--- src/rtl/gpio_seq.sv ---
// GPIO pattern sequencer: replays up to DEPTH {value, delay} steps into the gpio
// data register, sharing the gpio bus port with the CPU (CPU always wins).
module gpio_seq #(
    parameter logic [15:0] BASE_ADDR = 16'h0440,
    parameter logic [15:0] GPIO_ADDR = 16'h0430,
    parameter int          DEPTH     = 8
) (
    input  logic        i_clk,
    input  logic        i_rst,
    input  logic        i_we,
    input  logic [15:0] i_addr,
    input  logic [15:0] i_data,
    output logic [15:0] o_data,
    output logic        o_gp_we,
    output logic [15:0] o_gp_addr,
    output logic [15:0] o_gp_data,
    output logic        o_done
);

    localparam int             IW      = $clog2(DEPTH);
    localparam logic [4:0]     DEPTH_L = 5'(DEPTH);
    localparam logic [IW-1:0]  IDX_ONE = IW'(1);

    typedef enum logic [1:0] {
        ST_IDLE = 2'd0,
        ST_EMIT = 2'd1,
        ST_WAIT = 2'd2,
        ST_NEXT = 2'd3
    } state_t;

    state_t          state_r, state_s;
    logic [IW-1:0]   idx_r, idx_s;
    logic [IW-1:0]   ptr_r, ptr_s;
    logic [15:0]     cnt_r, cnt_s;
    logic [4:0]      len_r, len_s;
    logic [4:0]      run_len_r, run_len_s;
    logic            loop_r, loop_s;
    logic            done_r, done_s;
    logic            done_pulse_s;
    logic [15:0]     rd_data_s;

    logic [15:0]     value_mem [DEPTH];
    logic [15:0]     delay_mem [DEPTH];

    logic [15:0]     off_s;
    logic            sel_s;
    logic            wr_ctrl_s, wr_len_s, wr_ptr_s, wr_val_s, wr_dly_s;
    logic            gpio_hit_s;
    logic            grant_s;
    logic            busy_s;
    logic            last_s;
    logic [4:0]      len_clamp_s;

    // Register-block address decode; offset compare also rejects addresses below the base
    assign off_s      = i_addr - BASE_ADDR;
    assign sel_s      = (off_s < 16'd5);
    assign wr_ctrl_s  = i_we && (off_s == 16'd0);
    assign wr_len_s   = i_we && (off_s == 16'd1);
    assign wr_ptr_s   = i_we && (off_s == 16'd2);
    assign wr_val_s   = i_we && (off_s == 16'd3);
    assign wr_dly_s   = i_we && (off_s == 16'd4);

    assign gpio_hit_s  = (i_addr == GPIO_ADDR) || (i_addr == (GPIO_ADDR + 16'd1));
    assign grant_s     = (state_r == ST_EMIT) && i_rst && !gpio_hit_s;
    assign busy_s      = (state_r != ST_IDLE);
    assign last_s      = (5'(idx_r) == (run_len_r - 5'd1));
    assign len_clamp_s = (len_r > DEPTH_L) ? DEPTH_L : len_r;

    // gpio port mux: CPU pass-through except in a sequencer grant cycle
    always_comb begin
        o_gp_we   = i_we;
        o_gp_addr = i_addr;
        o_gp_data = i_data;
        if (grant_s) begin
            o_gp_we   = 1'b1;
            o_gp_addr = GPIO_ADDR;
            o_gp_data = value_mem[idx_r];
        end else begin
            o_gp_we   = i_we;
            o_gp_addr = i_addr;
            o_gp_data = i_data;
        end
    end

    // Read mux for the registered read-data port
    always_comb begin
        rd_data_s = 16'h0000;
        if (sel_s) begin
            case (off_s)
                16'd0:   rd_data_s = {13'h0000, loop_r, done_r, busy_s};
                16'd1:   rd_data_s = {11'h000, len_r};
                16'd2:   rd_data_s = 16'(idx_r);
                16'd3:   rd_data_s = value_mem[ptr_r];
                16'd4:   rd_data_s = delay_mem[ptr_r];
                default: rd_data_s = 16'h0000;
            endcase
        end else begin
            rd_data_s = 16'h0000;
        end
    end

    // Software-visible register updates
    always_comb begin
        len_s  = len_r;
        ptr_s  = ptr_r;
        loop_s = loop_r;
        if (wr_len_s) begin
            len_s = i_data[4:0];
        end else begin
            len_s = len_r;
        end
        if (wr_ptr_s) begin
            ptr_s = i_data[IW-1:0];
        end else if (wr_dly_s) begin
            ptr_s = ptr_r + IDX_ONE;
        end else begin
            ptr_s = ptr_r;
        end
        if (wr_ctrl_s) begin
            loop_s = i_data[2];
        end else begin
            loop_s = loop_r;
        end
    end

    // Sequencer next-state; CTRL stop/start override the normal step flow
    always_comb begin
        state_s      = state_r;
        idx_s        = idx_r;
        cnt_s        = cnt_r;
        done_s       = done_r;
        done_pulse_s = 1'b0;
        run_len_s    = run_len_r;
        case (state_r)
            ST_IDLE: begin
                state_s = ST_IDLE;
            end
            ST_EMIT: begin
                if (grant_s) begin
                    cnt_s   = delay_mem[idx_r];
                    state_s = (delay_mem[idx_r] != 16'h0000) ? ST_WAIT : ST_NEXT;
                end else begin
                    state_s = ST_EMIT;
                end
            end
            ST_WAIT: begin
                cnt_s = cnt_r - 16'd1;
                if (cnt_r == 16'd1) begin
                    state_s = ST_NEXT;
                end else begin
                    state_s = ST_WAIT;
                end
            end
            ST_NEXT: begin
                if (last_s) begin
                    idx_s = {IW{1'b0}};
                    if (loop_r) begin
                        state_s = ST_EMIT;
                    end else begin
                        state_s      = ST_IDLE;
                        done_s       = 1'b1;
                        done_pulse_s = 1'b1;
                    end
                end else begin
                    idx_s   = idx_r + IDX_ONE;
                    state_s = ST_EMIT;
                end
            end
            default: begin
                state_s = ST_IDLE;
            end
        endcase

        if (wr_ctrl_s && i_data[1]) begin
            state_s      = ST_IDLE;
            done_s       = done_r;
            done_pulse_s = 1'b0;
        end else if (wr_ctrl_s && i_data[0] && (len_r != 5'd0)) begin
            state_s      = ST_EMIT;
            idx_s        = {IW{1'b0}};
            cnt_s        = 16'h0000;
            done_s       = 1'b0;
            done_pulse_s = 1'b0;
            run_len_s    = len_clamp_s;
        end else begin
            state_s = state_s;
        end
    end

    // State and control registers with synchronous active-low reset
    always_ff @(posedge i_clk) begin
        if (!i_rst) begin
            state_r   <= ST_IDLE;
            idx_r     <= {IW{1'b0}};
            ptr_r     <= {IW{1'b0}};
            cnt_r     <= 16'h0000;
            len_r     <= 5'd0;
            run_len_r <= 5'd0;
            loop_r    <= 1'b0;
            done_r    <= 1'b0;
            o_done    <= 1'b0;
            o_data    <= 16'h0000;
        end else begin
            state_r   <= state_s;
            idx_r     <= idx_s;
            ptr_r     <= ptr_s;
            cnt_r     <= cnt_s;
            len_r     <= len_s;
            run_len_r <= run_len_s;
            loop_r    <= loop_s;
            done_r    <= done_s;
            o_done    <= done_pulse_s;
            o_data    <= rd_data_s;
        end
    end

    // Pattern memory keeps its contents across reset
    always_ff @(posedge i_clk) begin
        if (wr_val_s) begin
            value_mem[ptr_r] <= i_data;
        end
        if (wr_dly_s) begin
            delay_mem[ptr_r] <= i_data;
        end
    end

endmodule

--- config.mk ---
export PLATFORM = sky130hd
export DESIGN_NAME = gpio_seq
export DESIGN_NICKNAME = d
export VERILOG_FILES = /design/src/rtl/gpio_seq.sv
export SDC_FILE = /design/constraint.sdc
export NUM_CORES = 1
export LEC_CHECK = 0
export CAP_MARGIN = 5
export CORE_UTILIZATION = 60
export DETAILED_ROUTE_END_ITERATION = 12
export HOLD_SLACK_MARGIN = 0.05
export MAX_ROUTING_LAYER = met4
export PLACE_DENSITY = 0.8
export SKIP_CTS_REPAIR_TIMING = 1
export SLEW_MARGIN = 20
export SYNTH_ARGS = -nofsm -noshare
export SYNTH_HDL_FRONTEND = slang
export SYNTH_SLANG_ARGS = --single-unit
--- constraint.sdc ---
create_clock -name i_clk -period 5.05 [get_ports i_clk]
set_clock_uncertainty 0.2 [all_clocks]
set_input_delay 0.505 -clock i_clk [delete_from_list [all_inputs] [get_ports i_clk]]
set_output_delay 0.505 -clock i_clk [all_outputs]
set_load 0.01 [all_outputs]
==> summary.md, run 1 <==
| Metric | Value |
|---|---|
| Gr usage total | `0.3025` |
| Worst Hold End | `run_len_r[4]$_SDFFE_PN0P_` |
| Cells on worst reg2reg path | `7` |
| Vias in the first global route | `9,746` |
| CTS root buf | `clkbuf_16` |
| Pre-antenna DRT Iters | `5` |
| Drt via density | `6.871` |
| Final worst path period share | `0.7706` |
| GRT Residual Overflow | `0` |
| Setup TNS Final | `0 ns` |
| Levels on crit path | `8` |
| Syn_nets | `1,027` |
| Critical R2R Capture | `state_r[0]$_SDFF_PP0_` |
| MaxCap Viol Count | `0` |
| Period minus WS final | `3.892 ns` |
| Antenna Diode Count | `0` |
| Synth cell types | `64` |
| Skew-Pair Late Insertion Delay | `0.57 ns` |
| Yosys warning total | `0` |
| Critical path class | `input pin to output pin` |
| Critical Path Start Type | `input pin` |
| Post-route insts no fill | `1,407` |
| GR peak layer | `met2` |
| Met3 GRT Util | `0.05143` |
| Drt total wl | `36,740 um` |
| Leak | `0.005406 uW` |
| Dpl hpwl | `23,550 um` |
| CP cell instances | `clkdlybuf4s50_1, nor3b_1, and4_1, nand3b_1, buf_4, nand2_1, o21ai_0, clkdlybuf4s50_1` |
| Detailed Route Iter0 Violations | `1,279` |
| Max-slew violation count | `0` |
| DP Cell Count | `1,352` |
| Average size of a mapped cell | `15.29 um^2` |
| Data arrival time of the critical path | `3.19 ns` |
| Biggest cell delay along the critical path | `0.72 ns` |
| Slew @ Worst Pin | `0.9373 ns` |
| Dpl ws | `1.223 ns` |
| Crit-path max FO | `26` |
| Clock Pin Slew Worst Setup and Hold Paths | `0.06 ns` |
| Yosys reg bits | `312` |
| Layout Area Growth over Synthesis | `14.57%` |
| Hold WS | `0.2713 ns` |
| Ys flop type | `edfxtp_1` |
| Seq/Total Area, Yosys | `0.5868` |
| Die ar. | `0.02565 mm^2` |
| Commonest cells after routing, fill and taps aside | `256 x edfxtp_1, 116 x mux4_2, 84 x clkdlybuf4s50_1, 71 x nand2_1, 51 x dfxtp_1` |
| Share of layout cells above drive strength 1 | `0.2235` |
| RR Startpoint | `idx_r[0]$_SDFF_PN0_` |
| Final setup fails | `0` |
| Mapped cell area | `0.01501 mm^2` |
| Maximum clock insertion buffer count | `3` |
| Crit-path slowest cell | `clkdlybuf4s50_1` |
| Slew headroom | `0.3751` |
| Number of synthesized flops with an enable pin | `256` |
| Commonest non-fill, non-tap cell in the layout | `edfxtp_1` |
| CTS sink count | `312` |
| Fin nets | `1,106` |
| CTS tree | `yes` |
| Worst R2R Setup Slack | `1.86 ns` |
| Top cell family by delay on the critical path | `buffers and inverters` |
| Initial Utilization | `0.6136` |
| Die Height | `160.2 um` |
| Num CTS Buffers | `31` |
| Filler cell count | `1,513` |
| Initial antenna violation count | `0` |
| Routed Antenna Nets | `0` |
| Pwr Density | `295.9 mW/mm^2` |
| Critical path endpoint category | `output pin` |
| Die X-Extent | `160.2 um` |
| GR Util met1 | `0.4122` |
| Hold path cells | `2` |
| Crit path required time | `4.35 ns` |
| Core area | `0.02446 mm^2` |
| Max Freq | `0.2570 GHz` |
| Met2 Track Usage GR | `0.4686` |
| Maximum VDD drop | `361.2 uV` |
| Wire length per cell | `26.11 um` |
| CTS H-tree depth | `1` |
| IO Pins | `85` |
| DRC viols | `0` |
| Row count | `57` |
| Final hold vios | `0` |
| Async SR Flop Fraction | `0` |
| Most used cell, CP | `clkdlybuf4s50_1` |
| First-pass GRT wire length | `56,810 um` |
| Via count | `9,668` |
| Hold path start | `run_len_r[4]$_SDFFE_PN0P_` |
| Pin count of the biggest net entering global routing | `44` |
| Synth Instances | `982` |
| Status | `complete, no violations` |
| I/O Buffers | `84` |
| RSZ-0062 raised after global routing | `no` |
| CP bufs+invs | `3` |
| Worst min path class | `flop to flop` |
| Final GP Congestion | `0.8806` |
| Final worst slack | `1.158 ns` |
-- state kept, by name (all words and copies together) (netlist names), named ones only --
signal     flops
len_r          5
o_data        16
idx_r          3
cnt_r         16
done_r         1
loop_r         1
run_len_r      5
o_done         1
value_mem    128
state_r        1
ptr_r          3
delay_mem    128
-- worst max-delay path by stage --
stage	start	to	slack, ns
after floorplan	i_addr[9]	delay_mem[0][0]$_DFFE_PP_	0.98
after global placement	i_addr[1]	o_gp_data[2]	1.34
after detailed placement	i_addr[1]	o_gp_data[2]	1.22
after CTS	i_addr[1]	o_gp_data[9]	1.20
after global routing	i_addr[1]	o_gp_data[2]	0.95
final	i_addr[1]	o_gp_data[9]	1.16
-- cells by family after synthesis --
| group | count (synthesis) | synth area share |
|---|---|---|
| buffers and inverters | 90 | 0.02792 |
| muxes | 179 | 0.2177 |
| xor gates and xnor gates | 3 | 0.001751 |
| DFF | 312 | 0.5868 |
| adders and majority gates | 10 | 0.008335 |
| and+or+nand+nor | 235 | 0.08561 |
| AOI/OAI and AO/OA | 153 | 0.07185 |
-- power breakdown --
group / internal (uW) / leakage, uW / switching (uW) / total (uW)
Combinational: 57.0 / 0.00219 / 73.9 / 131
Sequential: 2780 / 0.00275 / 0.00926 / 2780
Clock: 1230 / 0.000461 / 952 / 2180
-- tightest hold or removal path: cells and delay by family, from the launching register on --
| kind | cells | cell delay [ns] |
|---|---|---|
| flip-flops | 1 | 0.34 |
| buffers and inverters | 1 | 0.06 |
| AND/OR/NAND/NOR | 1 | 0.03 |
-- cell type report --
cell class / instances / area (um^2) / share of cell area
well taps: 324 / 405.4 / 0.02357
multi-input cells: 580 / 5851 / 0.3402
clock inverters: 16 / 140.1 / 0.008148
repair buffers: 118 / 1109 / 0.06446
flip-flops and latches: 312 / 8820 / 0.5128
inverters: 18 / 67.56 / 0.003929
clock buffers: 39 / 805.8 / 0.04685
-- per-stage QoR --
stage                     power (uW)  cell area [um^2]    util
final                           5090             17200  0.7030
after detailed placement        2962             16250  0.6644
after CTS                       5113             17200  0.7030
after global routing            5218             17200  0.7030
after floorplan                 2869             15010       -
after global placement          2960             16250  0.6644
-- cells in the mapped netlist, types with 5 or more instances --
cell	number	area [um^2]
nor3_1	15	75.07
clkbuf_1	36	135.1
a22oi_1	7	52.55
a21oi_1	26	130.1
o211ai_1	5	37.54
nand2_1	71	266.5
and2_1	20	125.1
nor2_1	43	161.4
a22o_1	35	306.5
mux2_2	20	225.2
buf_2	20	100.1
dfxtp_1	56	1121
o22ai_1	10	62.56
or4_1	5	37.54
nand3_1	17	85.08
nand2b_1	11	68.82
ha_1	10	125.1
buf_4	9	67.56
inv_1	18	67.56
nor4_1	16	100.1
mux2i_1	43	430.4
nor2b_1	8	50.05
a222oi_1	10	100.1
edfxtp_1	256	7687
mux4_2	116	2613
o21ai_0	37	185.2
-- layer usage --
metal	wire length (um)	part of all wire	vias up
li1	-	-	4132
met1	14270	0.39	4884
met2	17820	0.48	543
met3	3544	0.096	109
met4	1109	0.030	0
met5	0	0	-
(Power assumes the default switching activity.)
==> inputs of run 2 (changes only) <==
- CORE_UTILIZATION: 60 -> 54
- PLACE_DENSITY: 0.8 -> 0.76
- clock period: 5.05 -> 3.2 ns (I/O delays scaled with it)
==> run 2 against run 1 <==
  * Design area rose by 5.8%
  * Non-clock buffer count up 55
  * Clock-buffer cell count rose by 1
  * Utilization down 3.1 points
  * Die area increased by 11%
  * Critical endpoint is now o_gp_data[10]
  * Global-route usage is 1.8 points lower
  * Combinational power increased by 80%
  * Critical path depth fell by 1
==> summary.md, run 2 (synthesized netlist as in run 1, its figures left out) <==
| Metric | Value |
|---|---|
| Hold WS | `0.2452 ns (was 0.2713 ns)` |
| Dpl hpwl | `25,270 um (was 23,550 um)` |
| Final GP Congestion | `0.8677 (was 0.8806)` |
| Crit path required time | `2.68 ns (was 4.35 ns)` |
| Die ar. | `0.02847 mm^2 (was 0.02565 mm^2)` |
| Biggest cell delay along the critical path | `0.57 ns (was 0.72 ns)` |
| Leak | `0.005882 uW (was 0.005406 uW)` |
| Critical path endpoint category | `output pin (unchanged)` |
| Data arrival time of the critical path | `2.59 ns (was 3.19 ns)` |
| Dpl ws | `0.08343 ns (was 1.223 ns)` |
| Worst Hold End | `value_mem[6][4]$_DFFE_PP_ (was run_len_r[4]$_SDFFE_PN0P_)` |
| I/O Buffers | `84 (unchanged)` |
| First-pass GRT wire length | `58,280 um (was 56,810 um)` |
| Drt via density | `6.582 (was 6.871)` |
| Cells on worst reg2reg path | `7 (unchanged)` |
| Die Height | `168.7 um (was 160.2 um)` |
| Routed Antenna Nets | `0 (unchanged)` |
| Pin count of the biggest net entering global routing | `46 (was 44)` |
| Hold path start | `i_data[4] (was run_len_r[4]$_SDFFE_PN0P_)` |
| Initial Utilization | `0.5539 (was 0.6136)` |
| Critical Path Start Type | `flop (was input pin)` |
| Clock Pin Slew Worst Setup and Hold Paths | `0.06 ns (about the same)` |
| Hold path cells | `1 (was 2)` |
| Row count | `60 (was 57)` |
| CTS tree | `yes (unchanged)` |
| Share of layout cells above drive strength 1 | `0.2719 (was 0.2235)` |
| Maximum VDD drop | `499.4 uV (was 361.2 uV)` |
| Critical path class | `flop to output pin (was input pin to output pin)` |
| Num CTS Buffers | `34 (was 31)` |
| Critical R2R Capture | `cnt_r[8]$_SDFF_PN0_ (was state_r[0]$_SDFF_PP0_)` |
| Crit-path max FO | `21 (was 26)` |
| CP cell instances | `inv_1, ha_2, nand3b_1, buf_4, clkbuf_16, o21ai_0, clkdlybuf4s50_1 (was clkdlybuf4s50_1, nor3b_1, and4_1, nand3b_1, buf_4, nand2_1, o21ai_0, clkdlybuf4s50_1)` |
| Gr usage total | `0.2845 (was 0.3025)` |
| Layout Area Growth over Synthesis | `21.26% (was 14.57%)` |
| Wire length per cell | `25.91 um (was 26.11 um)` |
| Share of the core filled with cells | `0.6716 (was 0.7030)` |
| CTS root buf | `clkbuf_16 (unchanged)` |
| Max-slew violation count | `0 (unchanged)` |
| Final worst slack | `0.09327 ns (was 1.158 ns)` |
| CTS H-tree depth | `2 (was 1)` |
| Antenna Diode Count | `0 (unchanged)` |
| Die X-Extent | `168.7 um (was 160.2 um)` |
| Final worst path period share | `0.9709` |
| MaxCap Viol Count | `0 (unchanged)` |
| Fin nets | `1,164 (was 1,106)` |
| Top flop regs | `delay_mem: 128 flops, value_mem: 128 flops (unchanged)` |
| CTS sink count | `312 (unchanged)` |
| Worst min path class | `input pin to flop (was flop to flop)` |
| DRC viols | `0 (unchanged)` |
| Detailed Route Iter0 Violations | `1,239 (was 1,279)` |
| Slew @ Worst Pin | `0.8408 ns (was 0.9373 ns)` |
| Period minus WS final | `3.107 ns` |
| Worst R2R Setup Slack | `0.54 ns (was 1.86 ns)` |
| Status | `complete, no violations (unchanged)` |
| Final hold vios | `0 (unchanged)` |
| Core area | `0.02710 mm^2 (was 0.02446 mm^2)` |
| Maximum clock insertion buffer count | `3 (unchanged)` |
| Pre-antenna DRT Iters | `6 (was 5)` |
| Drt total wl | `39,290 um (was 36,740 um)` |
| Skew-Pair Late Insertion Delay | `0.52 ns (was 0.57 ns)` |
| Commonest cells after routing, fill and taps aside | `256 x edfxtp_1, 116 x mux4_2, 80 x clkdlybuf4s50_1, 71 x nand2_1, 65 x buf_4 (was 256 x edfxtp_1, 116 x mux4_2, 84 x clkdlybuf4s50_1, 71 x nand2_1, 51 x dfxtp_1)` |
| Pwr Density | `469.5 mW/mm^2 (was 295.9 mW/mm^2)` |
| Setup TNS Final | `0 ns (unchanged)` |
| Vias in the first global route | `9,716 (was 9,746)` |
| Initial antenna violation count | `0 (unchanged)` |
| Via count | `9,978 (was 9,668)` |
| Final setup fails | `0 (unchanged)` |
| Max Freq | `0.3219 GHz` |
| IO Pins | `85 (unchanged)` |
| Slew headroom | `0.4395 (was 0.3751)` |
| RSZ-0062 raised after global routing | `no (unchanged)` |
| RR Startpoint | `idx_r[0]$_SDFF_PN0_ (unchanged)` |
| GRT Residual Overflow | `0 (unchanged)` |
| Commonest non-fill, non-tap cell in the layout | `edfxtp_1 (unchanged)` |
| Crit-path slowest cell | `clkdlybuf4s50_1 (unchanged)` |
-- run 2: cell type report --
cell class	instances	area (um^2)
clock buffer	40	894.6
clock inverter	21	232.7
fill	1795	8900
inverter	18	67.56
multi-input combinational	580	5887
sequential	312	8822
tap	372	465.4
timing repair buffer	173	1832
-- run 2: worst max-delay path: cells and delay by family, from the launching register on --
family | cells | cell delay, ns
buf+inv | 4 | 1.06
flops | 1 | 0.34
fa+ha+maj | 1 | 0.34
compound gates | 1 | 0.20
simple gates | 1 | 0.11
-- run 2: worst max-delay path by stage --
stage / start / end / slack (ns) / depth (start not counted)
after floorplan: i_addr[9] / delay_mem[1][0]$_DFFE_PP_ / -0.28 / 5
after global placement: i_addr[9] / delay_mem[6][11]$_DFFE_PP_ / 0.09 / 8
after detailed placement: i_addr[9] / value_mem[2][10]$_DFFE_PP_ / 0.08 / 10
after CTS: idx_r[0]$_SDFF_PN0_ / o_gp_data[5] / -0.17 / 5
after global routing: i_addr[8] / o_gp_data[10] / 0.004 / 9
final: flop / o_gp_data[10] / 0.09 / 7
-- run 2: power by group --
group          internal, uW  leakage (uW)  switching [uW]
logic                   105       0.00259             131
clock network          2280      0.000543            1640
registers              4380       0.00275         0.00765
total                  6770       0.00588            1780
-- run 2: layer usage --
layer	wire length (um)	GRT usage	part of all wire
met1	15530	0.3799	0.40
met2	19550	0.4590	0.50
met4	998	0.08142	0.025
met5	0	-	0
met3	3214	0.04092	0.082
-- run 2: per-stage QoR --
| stage | instance area, um^2 | instances | power (uW) |
|---|---|---|---|
| after floorplan | 15080 | 982 | 4528 |
| after global placement | 16970 | 1449 | 4697 |
| after detailed placement | 16970 | 1449 | 4702 |
| after CTS | 18100 | 1510 | 8579 |
| after global routing | 18200 | 1516 | 8733 |
| final | 18200 | 1516 | 8545 |
